--- src/rtl/m92_int_gen.sv ---
// M92 interrupt source generator: video, sprite-DMA and sound events
// turned into stretched edge requests for the PIC.
module m92_int_gen #(
    parameter int unsigned HOLD         = 4,
    parameter bit          VBL_EN_RESET = 1'b1
) (
    input  logic       clk,
    input  logic       reset,
    input  logic       ce,
    input  logic       cs,
    input  logic       wr,
    input  logic       a1,
    input  logic [7:0] din,
    input  logic [8:0] vcount,
    input  logic       hblank,
    input  logic       vblank,
    input  logic       dma_done,
    input  logic       snd_irq,
    output logic [7:0] intp
);

    localparam logic [2:0] HOLD_V = 3'(HOLD);

    logic       [8:0] rl;
    logic             rast_en;
    logic             vbl_en;
    logic             hblank_q;
    logic             vblank_q;
    logic             snd_s1;
    logic             snd_s2;
    logic [2:0][2:0] cnt;
    logic [2:0][2:0] cnt_nx;
    logic       [2:0] trig;
    logic       [3:0] req;
    logic             reg_wr;

    assign reg_wr = cs & wr & ce;
    assign intp   = {4'b0000, req};

    // Compare always sees the registers as they were before this cycle's write
    always_comb begin
        trig    = '0;
        trig[0] = vblank & ~vblank_q & vbl_en;
        trig[1] = dma_done;
        trig[2] = hblank & ~hblank_q & rast_en & (vcount == rl);
        cnt_nx  = cnt;
        for (int i = 0; i < 3; i++) begin
            if (trig[i])
                cnt_nx[i] = HOLD_V;
            else if (cnt[i] != 3'd0)
                cnt_nx[i] = cnt[i] - 3'd1;
        end
    end

    always_ff @(posedge clk) begin
        if (reset) begin
            rl       <= '0;
            rast_en  <= 1'b0;
            vbl_en   <= VBL_EN_RESET;
            hblank_q <= 1'b0;
            vblank_q <= 1'b0;
            cnt      <= '0;
            req      <= '0;
        end else if (ce) begin
            hblank_q <= hblank;
            vblank_q <= vblank;
            cnt      <= cnt_nx;
            for (int i = 0; i < 3; i++)
                req[i] <= (cnt_nx[i] != 3'd0);
            req[3]   <= snd_s2;
            if (reg_wr) begin
                if (!a1) begin
                    rl[7:0] <= din;
                end else begin
                    rl[8]   <= din[0];
                    rast_en <= din[7];
                    vbl_en  <= din[6];
                end
            end
        end
    end

    // Sound request is asynchronous; synchronize on every clk, not just ce
    always_ff @(posedge clk) begin
        if (reset) begin
            snd_s1 <= 1'b0;
            snd_s2 <= 1'b0;
        end else begin
            snd_s1 <= snd_irq;
            snd_s2 <= snd_s1;
        end
    end

endmodule

--- config.mk ---
export PLATFORM = sky130hd
export DESIGN_NAME = m92_int_gen
export DESIGN_NICKNAME = d
export VERILOG_FILES = /design/src/rtl/m92_int_gen.sv
export SDC_FILE = /design/constraint.sdc
export NUM_CORES = 1
export LEC_CHECK = 0
export ABC_CLOCK_PERIOD_IN_PS = 1900
export BUFFER_PORTS_ARGS = -buffer_cell sky130_fd_sc_hd__buf_4
export CORE_ASPECT_RATIO = 1.4
export CORE_MARGIN = 2
export CORE_UTILIZATION = 30
export CTS_BUF_LIST = sky130_fd_sc_hd__clkbuf_8
export CTS_CLUSTER_SIZE = 40
export DETAILED_ROUTE_END_ITERATION = 8
export GPL_TIMING_DRIVEN = 0
export SLEW_MARGIN = 10
export SYNTH_ARGS = -nofsm -noshare
export SYNTH_HDL_FRONTEND = slang
export SYNTH_SLANG_ARGS = --single-unit
--- constraint.sdc ---
create_clock -name clk -period 1.9 [get_ports clk]
set_clock_uncertainty 0.2 [all_clocks]
set_input_delay 0.38 -clock clk [delete_from_list [all_inputs] [get_ports clk]]
set_output_delay 0.38 -clock clk [all_outputs]
set_load 0.02 [all_outputs]
# Yosys cells after proc, flatten, opt, wreduce, memory -nomap -nowiden
# Cells that the tools add are included.
# totals
out_inout_bits	8
register_bits	28
rom_bits	0
ram_bits	0
inputBits	27
mem_count	0
word_cells	40
latchBits	0
# op_classes
reduce_logical	8
multipliers	0
mux	6
n_bitwise	10
add_sub_neg	3
n_eq_ne	1
n_shift	0
div	0
magnitude_cmp	0
# op_table
cell	n
2-to-1 mux 3 bit	6
nonzero test 3 bit	6
== test 9 bit	1
subtractor 3 x 1 -> 3 bit, second input constant	3
AND 1 bit	7
AND reduction 3 bit	2
inverter 1 bit	3

# Logic depth before layout (Yosys ltp)
# logic_depth
depth_word	6
ltp_mapped	8
ltp_nobuf	8

# Worst setup path after synthesis
# No wires, ideal clock.
# synth_path
path_type	register to register
startpoint	reg cnt[6] (netlist bit)
endpoint	reg cnt[7] (netlist bit)
path_buffers	0
arrival_time_ns	1.247
period_less_slack_ns	1.525
path_stages_with_launch	8
slack_ns	0.375
setup_time_ns	0.078
required_ns	1.622
cell_sequence	dfxtp_1 > inv_1 > ha_1 > ha_1 > inv_1 > a21oi_1 > a31o_2 > nor3_1
# synth_between
elab_chain_cells	3
elab_cells_between_ends	4
cone_classes	add/sub: 1; mux: 2; reduce/logical: 1
# synth_lines
item	line	source
start: declaration	31	logic [2:0][2:0] cnt;
start signal: assignment	67	cnt <= cnt_nx;
subtractor 3 x 1 -> 3 bit / nonzero test 3 bit (equally long branches)	51, 50	
2-to-1 mux 3 bit *	50	else if (cnt[i] != 3'd0)
2-to-1 mux 3 bit *	48	if (trig[i])
# Mark *: on every way between the ends. The rest lies on a longest branch, timed or not.
# A chain may end at the register's enable or synchronous reset.

# Worst setup path in the final report
# Ends and elaborated chain as after synthesis.

==> impl_metrics.env <==
export IMPL_p_per_area_nw_per_um2=699.1
export IMPL_dieArea_um2=5215
export IMPL_h_tree_depth=1
export IMPL_grt_remaining_overflow=0
export IMPL_cts_sinks=28
export IMPL_setup_violations=0
export IMPL_final_cell_mix="buf_4 (32), dfxtp_1 (28), nand2_1 (20)"
export IMPL_cts_made_buffers=3
export IMPL_via_count=1173
export IMPL_avgViaCountPerCell=4.460
export IMPL_post_cts_buffers=0
export IMPL_yosysWarningCount=0
export IMPL_p_leak_nw=0.7907
export IMPL_synth_distinct_cells=33
export IMPL_hold_class="input pin to flip-flop"
export IMPL_status="complete, no violations"
export IMPL_finalPower_mw=1.212
export IMPL_cts_hold_buf=0
export IMPL_fmax_ghz=0.6014
export IMPL_critical_path_slowest_cell="dfxtp_1"
export IMPL_n_antenna_cell=0
export IMPL_grt_max_degree=15
export IMPL_cp_end_kind="flip-flop"
export IMPL_cts_root_buffer="clkbuf_8"
export IMPL_syn_area_per_cell_um2=8.346
export IMPL_drt_pass1_iterations=4
export IMPL_drtIter0Drc=24
export IMPL_grt_antenna_before_repair=0
export IMPL_area_growth_pct=24.42
export IMPL_drv_cap=0
export IMPL_required_ns=1.91
export IMPL_path_max_fanout=5
export IMPL_portBuffers=28
export IMPL_critPathTopFamily="adder cells"
export IMPL_synth_edf_count=0
export IMPL_drive_above_1_share_pct=20.90
export IMPL_nets=239
export IMPL_setup_tns_ns=0
export IMPL_gp_congestion=0.7094
export IMPL_async_flop_share_pct=0
export IMPL_grt_pass1_wl_um=4864
export IMPL_initial_core_util_pct=30.98
export IMPL_min_period_ns=1.663
export IMPL_grt_pass1_vias=1175
export IMPL_path_class="flip-flop to flip-flop"
export IMPL_track_usage_pct=12.06
export IMPL_synth_area_um2=1394
export IMPL_die_height_um=84.65
export IMPL_place_detailed_hpwl_um=2149
export IMPL_cts_reportedPaths_clkPinSlew_ns=0.10
export IMPL_cts_tree="built"
export IMPL_period_share_pct=87.51
export IMPL_dieWidth_um=61.61
export IMPL_ys_ff_latch=28
export IMPL_rsz0062_at_grt="false"
export IMPL_io_pins=35
export IMPL_crit_buf_inv=2
export IMPL_clockBufferDepth=2
export IMPL_ctsResizeCount=0
export IMPL_ys_seq_area_share_pct=40.22
export IMPL_final_common_cell="buf_4"
export IMPL_postSynthCellCount=167
export IMPL_arrival_ns=1.67
export IMPL_slew_headroom_pct=65.31
export IMPL_tightest_slew_ns=0.5185
export IMPL_fill_cells=508
export IMPL_post_drt_wl_per_cell_um=10.42
export IMPL_timing_hold_ws_ns=0.1265
export IMPL_worstSetupStartpointType="flip-flop"
export IMPL_clk_insertion_delay_late_ns=0.27
export IMPL_num_rows=29
export IMPL_final_antenna_net_count=0
export IMPL_core_um2=4499
export IMPL_cp_cell_sequence="inv_1, ha_1, ha_1, inv_1, a21oi_1, a31o_2, nor3_1"
export IMPL_drv_slew=0
export IMPL_finalWirelength_um=2740
export IMPL_hold_viol=0
export IMPL_synth_main_ff_cell="dfxtp_1"
export IMPL_utilization_pct=38.54
export IMPL_crit_path_max_incr_delay_ns=0.41
export IMPL_ir_worst_vdd_v=0.0004018
export IMPL_post_route_drc_count=0
## through the flow
step	std cells	setup slack, ns	area (µm²)
after floorplan	170	0.3752	1405
after global placement	260	0.2090	1693
after detailed placement	260	0.2127	1693
after CTS	263	0.2303	1734
after global routing	263	0.09879	1734
final	263	0.2373	1734
## state kept, by name, indices dropped and copies added (netlist names)
name      flops
hblank_q      1
vblank_q      1
vbl_en        1
cnt           9
rast_en       1
snd_s1        1
snd_s2        1
req           4
rl            9
## logic make-up after synthesis
| group | Yosys count | synth area share [%] |
|---|---|---|
| and+or+nand+nor | 60 | 21.54 |
| xor gates and xnor gates | 9 | 5.656 |
| adders and majority gates | 9 | 8.079 |
| AOI/OAI and AO/OA | 28 | 12.03 |
| buffers and inverters | 27 | 8.617 |
| muxes | 5 | 3.591 |
| other | 1 | 0.2690 |
| DFF | 28 | 40.22 |
## cells in the mapped netlist, drive strengths merged (3+ instances only)
library cell	instances	area share, %
clkbuf	4	1.1
buf	7	3.2
nor4b	4	2.5
dfxtp	28	40
ha	9	8.1
nor4	4	2.2
nand2	20	5.4
mux2i	5	3.6
xor2	9	5.7
inv	16	4.3
o21ai	3	1.1
nor2	19	5.1
a21oi	14	5.0
## worst paths after layout
check,from,endpoint,slack (ns),depth (start not counted)
min,snd_irq,snd_s1,0.13,2
min reg2reg,snd_s1,snd_s2,0.25,1
max reg2reg,cnt[6],cnt[7],0.24,7
max,cnt[6],cnt[7],0.24,7
## per-layer routing
metal	vias up	global-route usage [%]	wire (µm)
met5	-	0	0
met4	0	5.222	40
met3	2	1.387	83
met2	23	20.48	1375
met1	528	14.69	1240
li1	620	-	-
## power by group
group / total (mW) / switching, mW / internal, mW
logic: 0.249 / 0.129 / 0.120
clock network: 0.323 / 0.181 / 0.142
registers: 0.640 / 0.0213 / 0.619
## layout make-up
cell class | count | area, µm² | share of cell area, %
multi-input combinational | 115 | 724.4 | 41.77
sequential | 28 | 560.5 | 32.32
timing repair buffer | 28 | 210.2 | 12.12
tap | 62 | 77.57 | 4.473
buffer | 11 | 60.06 | 3.463
inverter | 16 | 60.06 | 3.463
clock buffer | 3 | 41.29 | 2.381
(Power assumes the default switching activity.)
